<file path="config.mk">
export PLATFORM = sky130hd
export DESIGN_NAME = dm_cache_ctrl
export DESIGN_NICKNAME = d
export VERILOG_FILES = /design/src/rtl/dm_cache_ctrl.sv
export SDC_FILE = /design/constraint.sdc
export NUM_CORES = 1
export LEC_CHECK = 0
export CAP_MARGIN = 20
export CORE_ASPECT_RATIO = 0.5
export CORE_MARGIN = 2
export CORE_UTILIZATION = 44
export DETAILED_ROUTE_END_ITERATION = 16
export GPL_TIMING_DRIVEN = 0
export PLACE_DENSITY = 0.87
export SYNTH_ARGS = -nofsm -noshare
export SYNTH_HDL_FRONTEND = slang
export SYNTH_SLANG_ARGS = --single-unit
</file>
<file path="constraint.sdc">
create_clock -name clk_i -period 3.4 [get_ports clk_i]
set_input_delay 0.34 -clock clk_i [delete_from_list [all_inputs] [get_ports clk_i]]
set_output_delay 0.34 -clock clk_i [all_outputs]
set_load 0.01 [all_outputs]
</file>
<file path="src/rtl/dm_cache_ctrl.sv">
// dm_cache_ctrl: direct-mapped write-through cache controller over external tag/data BRAMs.
// Build option: define CACHE_STATS_EN to get saturating hit/miss counters on hit_cnt_o/miss_cnt_o.
// Ports:
//   clk_i, rst_ni                      clock, asynchronous active-low reset
//   req_valid_i/req_ready_o/req_we_i   CPU request handshake, one request in flight
//   req_addr_i/req_wdata_i             CPU word address (tag|index) and write data
//   rsp_valid_o/rsp_rdata_o            one-cycle response pulse, read data (0 for writes)
//   mem_req_o/mem_we_o/mem_addr_o/mem_wdata_o/mem_ack_i/mem_rdata_i  backing-memory port
//   tag_*/data_*                       single-port BRAM interfaces, 1-cycle read latency
//   hit_cnt_o/miss_cnt_o               statistics counters (0 when stats are disabled)
module dm_cache_ctrl #(
    parameter int DATA_WIDTH  = 32,
    parameter int ADDR_WIDTH  = 32,
    parameter int INDEX_WIDTH = 5,
    localparam int TAG_WIDTH  = ADDR_WIDTH - INDEX_WIDTH
) (
    input  logic                   clk_i,
    input  logic                   rst_ni,
    input  logic                   req_valid_i,
    output logic                   req_ready_o,
    input  logic                   req_we_i,
    input  logic [ADDR_WIDTH-1:0]  req_addr_i,
    input  logic [DATA_WIDTH-1:0]  req_wdata_i,
    output logic                   rsp_valid_o,
    output logic [DATA_WIDTH-1:0]  rsp_rdata_o,
    output logic                   mem_req_o,
    output logic                   mem_we_o,
    output logic [ADDR_WIDTH-1:0]  mem_addr_o,
    output logic [DATA_WIDTH-1:0]  mem_wdata_o,
    input  logic                   mem_ack_i,
    input  logic [DATA_WIDTH-1:0]  mem_rdata_i,
    output logic                   tag_en_o,
    output logic                   tag_we_o,
    output logic [INDEX_WIDTH-1:0] tag_addr_o,
    output logic [TAG_WIDTH-1:0]   tag_wdata_o,
    input  logic [TAG_WIDTH-1:0]   tag_rdata_i,
    output logic                   data_en_o,
    output logic                   data_we_o,
    output logic [INDEX_WIDTH-1:0] data_addr_o,
    output logic [DATA_WIDTH-1:0]  data_wdata_o,
    input  logic [DATA_WIDTH-1:0]  data_rdata_i,
    output logic [31:0]            hit_cnt_o,
    output logic [31:0]            miss_cnt_o
);
    typedef enum logic [2:0] {IDLE, LOOKUP, MEM_RD, REFILL, MEM_WR} state_e;
    state_e                    state_q, state_d;
    logic [ADDR_WIDTH-1:0]     addr_q;
    logic                      we_q;
    logic [DATA_WIDTH-1:0]     wdata_q;
    logic [2**INDEX_WIDTH-1:0] valid_q, valid_d;
    logic                      rsp_valid_q, rsp_valid_d;
    logic [DATA_WIDTH-1:0]     rsp_rdata_q, rsp_rdata_d;
    logic [INDEX_WIDTH-1:0]    idx_q;
    logic [TAG_WIDTH-1:0]      tag_q;
    logic                      accept, hit, lookup;
    assign idx_q       = addr_q[INDEX_WIDTH-1:0];
    assign tag_q       = addr_q[ADDR_WIDTH-1:INDEX_WIDTH];
    assign req_ready_o = state_q == IDLE;
    assign accept      = req_valid_i && req_ready_o;
    assign lookup      = state_q == LOOKUP;
    assign hit         = valid_q[idx_q] && tag_rdata_i == tag_q;
    // BRAM address follows the live request while idle so the read is issued in the accept cycle.
    assign tag_addr_o   = req_ready_o ? req_addr_i[INDEX_WIDTH-1:0] : idx_q;
    assign data_addr_o  = tag_addr_o;
    assign tag_wdata_o  = tag_q;
    // During REFILL the captured memory word already sits in rsp_rdata_q.
    assign data_wdata_o = state_q == REFILL ? rsp_rdata_q : wdata_q;
    assign mem_addr_o   = addr_q;
    assign mem_wdata_o  = wdata_q;
    assign rsp_valid_o  = rsp_valid_q;
    assign rsp_rdata_o  = rsp_rdata_q;
    always_comb begin
        state_d     = state_q;
        valid_d     = valid_q;
        rsp_valid_d = 1'b0;
        rsp_rdata_d = rsp_rdata_q;
        tag_en_o    = 1'b0;
        tag_we_o    = 1'b0;
        data_en_o   = 1'b0;
        data_we_o   = 1'b0;
        mem_req_o   = 1'b0;
        mem_we_o    = 1'b0;
        case (state_q)
            IDLE: begin
                tag_en_o  = accept;
                data_en_o = accept;
                state_d   = accept ? LOOKUP : IDLE;
            end
            LOOKUP: begin
                data_en_o   = we_q && hit;
                data_we_o   = we_q && hit;
                rsp_valid_d = !we_q && hit;
                rsp_rdata_d = !we_q && hit ? data_rdata_i : rsp_rdata_q;
                state_d     = we_q ? MEM_WR : (hit ? IDLE : MEM_RD);
            end
            MEM_RD: begin
                mem_req_o   = 1'b1;
                rsp_valid_d = mem_ack_i;
                rsp_rdata_d = mem_ack_i ? mem_rdata_i : rsp_rdata_q;
                state_d     = mem_ack_i ? REFILL : MEM_RD;
            end
            REFILL: begin
                tag_en_o       = 1'b1;
                tag_we_o       = 1'b1;
                data_en_o      = 1'b1;
                data_we_o      = 1'b1;
                valid_d[idx_q] = 1'b1;
                state_d        = IDLE;
            end
            MEM_WR: begin
                mem_req_o   = 1'b1;
                mem_we_o    = 1'b1;
                rsp_valid_d = mem_ack_i;
                rsp_rdata_d = mem_ack_i ? '0 : rsp_rdata_q;
                state_d     = mem_ack_i ? IDLE : MEM_WR;
            end
            default: state_d = IDLE;
        endcase
    end
    always_ff @(posedge clk_i or negedge rst_ni) begin
        if (!rst_ni) begin
            state_q     <= IDLE;
            valid_q     <= '0;
            rsp_valid_q <= 1'b0;
            rsp_rdata_q <= '0;
            addr_q      <= '0;
            we_q        <= 1'b0;
            wdata_q     <= '0;
        end else begin
            state_q     <= state_d;
            valid_q     <= valid_d;
            rsp_valid_q <= rsp_valid_d;
            rsp_rdata_q <= rsp_rdata_d;
            if (accept) begin
                addr_q  <= req_addr_i;
                we_q    <= req_we_i;
                wdata_q <= req_wdata_i;
            end
        end
    end
`ifdef CACHE_STATS_EN
    logic [31:0] hit_cnt_q, miss_cnt_q;
    always_ff @(posedge clk_i or negedge rst_ni) begin
        if (!rst_ni) begin
            hit_cnt_q  <= '0;
            miss_cnt_q <= '0;
        end else if (lookup) begin
            if (hit && hit_cnt_q != '1) hit_cnt_q <= hit_cnt_q + 32'd1;
            if (!hit && miss_cnt_q != '1) miss_cnt_q <= miss_cnt_q + 32'd1;
        end
    end
    assign hit_cnt_o  = hit_cnt_q;
    assign miss_cnt_o = miss_cnt_q;
`else
    logic unused_lookup;
    assign unused_lookup = lookup;
    assign hit_cnt_o     = '0;
    assign miss_cnt_o    = '0;
`endif
endmodule

</file>
==> metrics.md <==
| Metric | Value |
|---|---|
| Outcome | `complete, no violations` |
| Final Max Tran Viols | `0` |
| RSZ-0062 raised after global routing | `no` |
| Synth cell count leaders | `nand2_1 (236), dfrtp_1 (133), buf_4 (96)` |
| GRT Overall Usage | `30.18%` |
| Post-Synthesis Cells | `between 800 and 900` |
| Worst-case reg-to-reg path depth | `8` |
| Period utilization | `between 90% and 100%` |
| First-pass GRT wire length | `43500 um` |
| DR WL met2 | `about 14000 um` |
| Die height | `a little under 100 um` |
| Endpoints failing setup | `0` |
| Port bufs | `332` |
| Fin nets | `between 1000 and 1500` |
| Ant. Diodes | `0` |
| Initial Utilization | `between 40 and 50%` |
| Area of the core | `~17000 sq um` |
| Met3 WL | `between 2000 and 2500 um` |
| Drt pass-1 iters | `5` |
| Slew HR | `49.54%` |
| Max_cap viols | `0` |
| Met1 Wirelength | `about 11000 um` |
| Synth area leaders | `dfrtp_1 (43%), nand2_1 (11%), buf_4 (9.3%)` |
| Dpl ws | `-0.06446 ns` |
| PwrDens | `~910 nW/um^2` |
| Crit start category | `register` |
| CTS sink count | `~130` |
| Cell taking the most area after synthesis | `dfrtp_1` |
| Routed len/inst | `about 19 um` |
| Via Count | `around 8000` |
| Hold Crit Class | `input port to asynchronous set/reset pin` |
| DR iter-0 viols | `between 600 and 700` |
| Area Overhead vs Synth | `58.49%` |
| Final worst setup slack | `approximately 0.079 ns` |
| Post-synth cell types | `45` |
| IO Pins | `between 300 and 400` |
| Syn_area_per_cell | `9.047 sq um` |
| Vias in the first global route | `7834` |
| Num CTS Buffers | `17` |
| Top-area cell type share of the netlist area | `a little over two fifths` |
| Req. time, crit path | `3.06 ns` |
| Total grt overflow | `0` |
| H-tree lvl count | `4` |
| TritonCTS clock tree | `done` |
| Worst setup EP type | `output pin` |
| Critical path peak fanout | `10` |
| Synth Flop Type | `dfrtp_1` |
| EDFF count, synth | `0` |
| Drt total wl | `between 20000 and 30000 um` |
| Top-count cell post-synth | `nand2_1` |
| Root Buffer | `clkbuf_16` |
| Initial antenna violation count | `0` |
| Max layer used | `met4` |
| Arrival time worst endpoint | `about 3.0 ns` |
| Die X | `approximately 190 um` |
| Clock-pin slew on the worst setup and hold paths | `0.07 ns` |
| Max rail drop VDD | `between 500 and 600 uV` |
| Max Root-Sink Buffers | `2` |
| Design Power | `around 0.011 W` |
| Min cycle time layout | `between 3 and 4 ns` |
| Final GP Congestion | `roughly 1.0` |
| Pin count of the biggest net entering global routing | `between 90 and 100` |
| Sequential element share of the synthesized area | `between 40% and 50%` |
| DRT antenna net count | `0` |
| Post-DP HPWL | `approximately 22000 um` |
| Die area | `between 15000 and 20000 sq um` |
| Ys Warns | `0` |
| Synth Register Bits | `133` |
| Via density | `between 5 and 6` |
| Post-synth ARST share | `100.0%` |
| Synthesized area | `about 7700 sq um` |
| Crit Path Category | `register to output pin` |
| Worst-skew pair later-pin latency | `between 0.4 and 0.5 ns` |
| Layout cells sized above 1 | `16.56%` |
| Final Skew | `around 0.012 ns` |
| Site row count | `34` |
| Lkg Pwr | `about 5.6 nW` |
| Hold Violations, Final | `0` |
| Fmax achieved | `between 0.3 and 0.4 GHz` |
| DRC viols | `0` |
| Worst-margin pin slew | `~0.76 ns` |
[state kept, by name, summed over array words and instances (netlist names)]
name	flops
mem_addr_o	32
mem_wdata_o	32
rsp_rdata_o	32
valid_q	32
state_q	3
rsp_valid_o	1
we_q	1
[logic make-up (layout without fill, tap and decap cells)]
| kind of cell | count (synthesis) | after routing | share of synthesized area [%] |
|---|---|---|---|
| muxes | 15 | 15 | 3.174 |
| AOI/OAI and AO/OA | 174 | 174 | 17.67 |
| other | 1 | 64 | 0.04854 |
| and+or+nand+nor | 315 | 315 | 18.27 |
| buffers and inverters | 188 | 557 | 14.59 |
| xor gates and xnor gates | 28 | 28 | 3.174 |
| DFF | 133 | 133 | 43.08 |
[power breakdown]
part / internal, W / switching (W) / total (W) / leakage (nW)
registers: 0.00223 / 0.000658 / 0.00289 / 1.73
logic: 0.00323 / 0.00317 / 0.00640 / 3.60
clock network: 0.00102 / 0.000791 / 0.00181 / 0.268
[final cells by class]
| type | count | area [sq um] |
|---|---|---|
| buffer | 153 | 1002 |
| multi-input combinational | 596 | 3538 |
| timing repair buffer | 337 | 3383 |
| fill | 1269 | 5026 |
| clock inverter | 15 | 143.9 |
| inverter | 35 | 131.4 |
| sequential | 133 | 3328 |
| tap | 234 | 292.8 |
| clock buffer | 17 | 425.4 |
[metrics by stage]
stage | setup TNS, ns | area (sq um) | utilization, % | hold WS (ns) | std cells
floorplan | 0 | 7963 | - | 0.04441 | 917
global placement | -426.85 | 11580 | 67.04 | 0.4312 | 1483
detailed placement | -0.06446 | 11610 | 67.21 | 0.2668 | 1484
CTS | 0 | 12210 | 70.70 | 0.3882 | 1517
global route | 0 | 12250 | 70.90 | 0.4198 | 1520
finish | 0 | 12250 | 70.90 | 0.3747 | 1520
[routing by layer]
metal  GRT usage, %  vias up
li1               -     3592
met1          37.72     3875
met2          52.12      440
met3          4.912       88
met4          12.60        0
met5              0        -
[what timing repair did]
item,in CTS,in global routing
setup buffers,0,3
endpoints found under the setup margin,5,16
endpoints found under the hold margin,35,0
resized for setup,7,6
pin swaps,0,2
hold buffers,1,0
[path summary, 6_finish.rpt]
| path | from | to | slack (ns) |
|---|---|---|---|
| hold / removal | rst_ni | mem_wdata_o[8] | 0.37 |
| max in group asynchronous | rst_ni | mem_addr_o[12] | 2.22 |
| hold reg to reg | valid_q[1] | valid_q[1] | 0.45 |
| min in group clk_i | req_wdata_i[15] | mem_wdata_o[15] | 0.43 |
| setup / recovery | state_q[2] | data_wdata_o[0] | 0.08 |
| setup reg to reg | mem_addr_o[20] | rsp_rdata_o[27] | 0.90 |
[layout by cell type, fill, tap and decap left out, types with 6 or more instances in the layout]
cell type and count:
nand2_1 236, o21bai_1 12, inv_6 7, conb_1 64, clkbuf_16 17, dfrtp_1 133
clkbuf_1 27, o21ai_0 31, buf_2 19, nor2_1 7, xnor2_1 26, a21o_1 19
o21ai_1 8, o22ai_1 32, a211oi_2 30, clkdlybuf4s50_1 330, nand4_1 6, a22o_1 32
mux2_2 6, nor4_1 32, buf_6 6, mux4_2 7, buf_4 99, inv_1 35
[worst max-delay path, cell delays in order (launching register included)]
cell and delay, ns:
dfrtp_1 0.38, buf_2 0.19, nand3b_1 0.40, clkbuf_2 0.31, clkbuf_1 0.26, o21ai_1 0.39
clkdlybuf4s50_1 0.62
Note: power is estimated with default switching activity, not from simulation.
==> RTL edit 1 (same flow settings) <==
The option `CACHE_STATS_EN` is turned on by a define.
--- a/src/rtl/dm_cache_ctrl.sv
+++ b/src/rtl/dm_cache_ctrl.sv
@@ -8,6 +8,8 @@
 //   mem_req_o/mem_we_o/mem_addr_o/mem_wdata_o/mem_ack_i/mem_rdata_i  backing-memory port
 //   tag_*/data_*                       single-port BRAM interfaces, 1-cycle read latency
 //   hit_cnt_o/miss_cnt_o               statistics counters (0 when stats are disabled)
+`define CACHE_STATS_EN
+
 module dm_cache_ctrl #(
     parameter int DATA_WIDTH  = 32,
     parameter int ADDR_WIDTH  = 32,
Check against the original RTL: not equivalent (Yosys sat finds a counterexample within 4 cycles, from zero or initial values and one cycle with rst_ni low).
==> RTL edit 1 against the unedited design <==
  * Worst setup slack improved by 38 ps
  * Count of clock-buffer cells in the layout is the same
  * Routed wire length up 14%
  * Global-route usage fell by 2.4 points
  * Clock power grew 33%
  * Design area up 21%
  * Sequential share of layout area increased by 6.1 points
  * Utilization shrank 2.2 points
  * Area after synthesis grew 25%
  * Sequential cell count grew 64
  * Total power is 12% higher
  * Critical path type unchanged
  * Largest cell class is now registers
==> RTL edit 1: results (changes against the unedited design) <==
grt_start_max_net_pins: 123  # +24%
core_um2: 21600  # +25%
grt_use_total: 0.278  # -0.0237
cp-startpoint: "mem_addr_o[29]$_DFFE_PN0P_"
clockPowerShare: 0.194  # +0.031
avgSynthCellArea_um2: 11.2  # +23%
nNetsFinal: 1451  # +1.3%
via_per_inst: 5.29  # +0.60%
synthTopCellsByArea: "dfrtp_1 51%, mux2_2 8.4%, nand2_1 4.9%"
nFillCells: 1625  # +28%
rr_worst_depth: 10  # +2
worst_pin_slew_ps: 1100  # +346 ps
first_iter_violations: 766  # +25%
ys_ff_latch: 197  # +48%
dp_hpwl_mm: 24.7  # +13%
drive_above_1_share: 0.156  # -0.00972
placed_cells: 1563  # +5.3%
critPathCapture: "data_we_o"
critPathArrivalTime_ps: 2940  # -40 ps
port-buffer-count: 396  # +19%
async_flop_share: 1.00  # unchanged
synth_cell_type_count: 53  # +18%
powerSeq_mw: 3.82  # +32%
cts_inserted_buffers: 17  # unchanged
grt_pass1_vias: 8590  # +9.7%
skew_ps: 7.74  # -3.98 ps
drv_cap: 0  # unchanged
dp_slack_ps: -282  # -218 ps
path_max_fanout: 10  # unchanged
gp_congestion: 0.921  # -9.4%
cts_resized: 8  # +1
multi_input_area_um2: 4220  # +19%
post-cts-setup-buffers: 3  # +3
num-nonclk-inverters: 5  # -86%
yosysSeqAreaShare: 0.511  # +0.0801
post_drt_wl_per_cell_um: 20.3  # +7.8%
syn_nets: 1027
p_sw_frac: 0.350  # -0.0657
nNonClkBuffers: 484  # -1.2%
fin_area_um2: 14800  # +21%
seq_share: 0.333  # +0.0608
grt_pass1_wl_mm: 49.1  # +13%
status: "finished clean"
worstReg2RegStart: "mem_addr_o[2]$_DFFE_PN0P_"
leakage_nw: 6.77  # +21%
synth_common_cells: "197 x dfrtp_1, 126 x nand2_1, 72 x mux2_2"
synth_ff_type: "dfrtp_1"
placed_cell_area_um2: 14000  # +21%
multi_input_gates: 584  # -2.0%
clk-power_mw: 2.40  # +33%
clkLatencyLatePin_ps: 440
via_count: 8477  # +6.0%
yosys_warnings: 0  # unchanged
nonClkBufAreaFrac: 0.309  # -0.0496
r2r-end: "rsp_rdata_o[10]$_DFFE_PN0P_"
antenna_found_initial: 1  # +1
final-clk-cell-share: 0.0471  # +0.000618
ir_drop_uv: 563  # +1.9%
max_freq_mhz: 305  # +1.1%
reg2reg_slack_ps: 490  # -410 ps
==> RTL edit 1: changes by cell type after synthesis, moves of 25 or more <==
cell      delta
o21ai_0     -29
buf_4       -57
a21o_1      +28
inv_1       -30
nand3_1     +31
mux2_2      +66
o22ai_1     -31
nand2_1    -110
dfrtp_1     +64
a211oi_2    -30
xor2_1      +47
nor4_1      -25
==> RTL edit 1: worst min-delay path by stage <==
stage,start,to,slack [ps]
detailed placement,rst_ni,hit_cnt_o[22]$_DFFE_PN0P_,360
global placement,valid_q[8]$_DFFE_PN0P_,valid_q[8]$_DFFE_PN0P_,440
global route,valid_q[24]$_DFFE_PN0P_,valid_q[24]$_DFFE_PN0P_,480
CTS,valid_q[24]$_DFFE_PN0P_,valid_q[24]$_DFFE_PN0P_,460
floorplan,rst_ni,hit_cnt_o[0]$_DFFE_PN0P_,40
finish,rst_ni,hit_cnt_o[22]$_DFFE_PN0P_,450
==> RTL edit 1: layer usage <==
metal | track usage | share of wire | wire length [µm]
met3 | 0.0513 | 0.049 | 1580
met2 | 0.477 | 0.52 | 16900
met1 | 0.365 | 0.42 | 13600
met5 | 0 | 0.00040 | 13
met4 | 0.0754 | 0.014 | 442
==> RTL edit 1: cell families (layout without fill, tap and decap cells) <==
kind of cell	Yosys count	count (layout)	share of synthesized area
fa+ha+maj	2	2	0.00259
flops	197	197	0.511
compound gates	111	111	0.0901
mux	86	86	0.101
xor+xnor	89	89	0.0808
buf+inv	84	521	0.0542
simple gates	296	296	0.160
==> RTL edit 1: critical path, cell delays in order (launching register included) <==
cell	delay [ps]
dfrtp_1	430
xor2_1	190
nor4_1	370
nand4_1	220
nor4_4	420
nand2_2	150
buf_4	220
o21ai_0	170
dlygate4sd2_1	330
==> RTL edit 2 (same settings) <==
Without the edit above. Re-encode `state_e` (5 states) as one-hot, 5 bits wide.
--- a/src/rtl/dm_cache_ctrl.sv
+++ b/src/rtl/dm_cache_ctrl.sv
@@ -42,7 +42,7 @@
     output logic [31:0]            hit_cnt_o,
     output logic [31:0]            miss_cnt_o
 );
-    typedef enum logic [2:0] {IDLE, LOOKUP, MEM_RD, REFILL, MEM_WR} state_e;
+    typedef enum logic [4:0] {IDLE = 5'b00001, LOOKUP = 5'b00010, MEM_RD = 5'b00100, REFILL = 5'b01000, MEM_WR = 5'b10000} state_e;
     state_e                    state_q, state_d;
     logic [ADDR_WIDTH-1:0]     addr_q;
     logic                      we_q;
Behaviour: no difference found for any inputs over 4 cycles, from zero or initial values and one cycle with rst_ni low; so few cycles prove little.
==> RTL edit 2 against the unedited design <==
  * Worst setup slack improved by 88 ps
  * Routed wire length is 6.1% lower
  * Register-to-register slack worse by 150 ps
  * Maximum frequency is 2.7% higher
  * Total power fell by 12%
  * Non-clock buffer count decreased by 11
  * Design area shrank 2.9%
  * Combinational power fell by 19%
  * Critical path depth increased by 2
  * Utilization grew 1.2 points
  * Sequential cell count up 2
  * Die area fell by 3.6%
  * Area after synthesis shrank 3.7%
  * Critical path type unchanged
  * Largest cell class unchanged
==> RTL edit 2: results (changes against the unedited design) <==
status: "finished clean"
placed_cell_area_um2: 11300  # -2.6%
synth_cell_type_count: 52  # +16%
comb_cell_power_mw: 5.19  # -19%
grt_pass1_wl_mm: 40.2  # -7.5%
antenna_found_initial: 2  # +2
grt_util_met1: 0.349  # -0.0280
wirelength_mm: 26.9  # -6.1%
worst_pin_slew_ps: 1240  # +482 ps
fin_hold_ws_ps: 435  # +60.0 ps
grt_pass1_vias: 7327  # -6.5%
clkLatencyLatePin_ps: 410  # -20 ps
wirelength_met1_mm: 10.7  # -4.7%
wl_met2_mm: 13.4  # -7.2%
dp_slack_ps: 212  # +277 ps
grt_use_met2: 0.517  # -0.00458
grt_use_total: 0.294  # -0.00789
grt_start_max_net_pins: 91  # -8.1%
leakage_nw: 6.19  # +10%
cpPeakStageDelay_ps: 570  # -50 ps
worstReg2RegStart: "state_q[4]$_DFF_PN0_"
drive_above_1_share: 0.126  # -0.0399
p_sw_mw: 3.80  # -18%
rr_worst_depth: 6  # -2
post_drt_wl_per_cell_um: 17.9  # -5.0%
routed.top_layer: "met5"
via_per_inst: 5.06  # -3.9%
met3_usage: 0.0780  # +0.0289
synth_common_cells: "328 x nand2_1, 134 x dfrtp_1, 98 x buf_4"
## RTL edit 2: cell count changes after synthesis, sizes merged, moves of 6 or more
cell,delta
nand2,+93
mux2i,+38
a22oi,+33
a211oi,-32
a22o,-32
o21ai,-32
o22ai,-32
inv,-28
xor2,+28
xnor2,-27
nor4,-21
buf,-12
nand3,+7
a21o,+6
## RTL edit 2: layout make-up
type	count	area [µm²]
Antenna cell	1	2.50
Buffer	145	957
Clock buffer	19	443
Clock inverter	13	119
Fill cell	1241	4590
Inverter	7	26.3
Multi-Input combinational cell	620	3310
Sequential cell	135	3380
Tap cell	227	284
Timing Repair Buffer	334	3360
## RTL edit 2: logic make-up (layout without fill, tap and decap cells)
family                    after synthesis  in the layout  share of synthesized area
and+or+nand+nor                       393            393                      0.222
muxes                                  49             49                     0.0720
AOI/OAI and AO/OA                      85             85                     0.0849
other                                   1             65                   0.000504
DFF                                   135            135                      0.454
buffers and inverters                 152            518                      0.132
xor gates and xnor gates               29             29                     0.0341
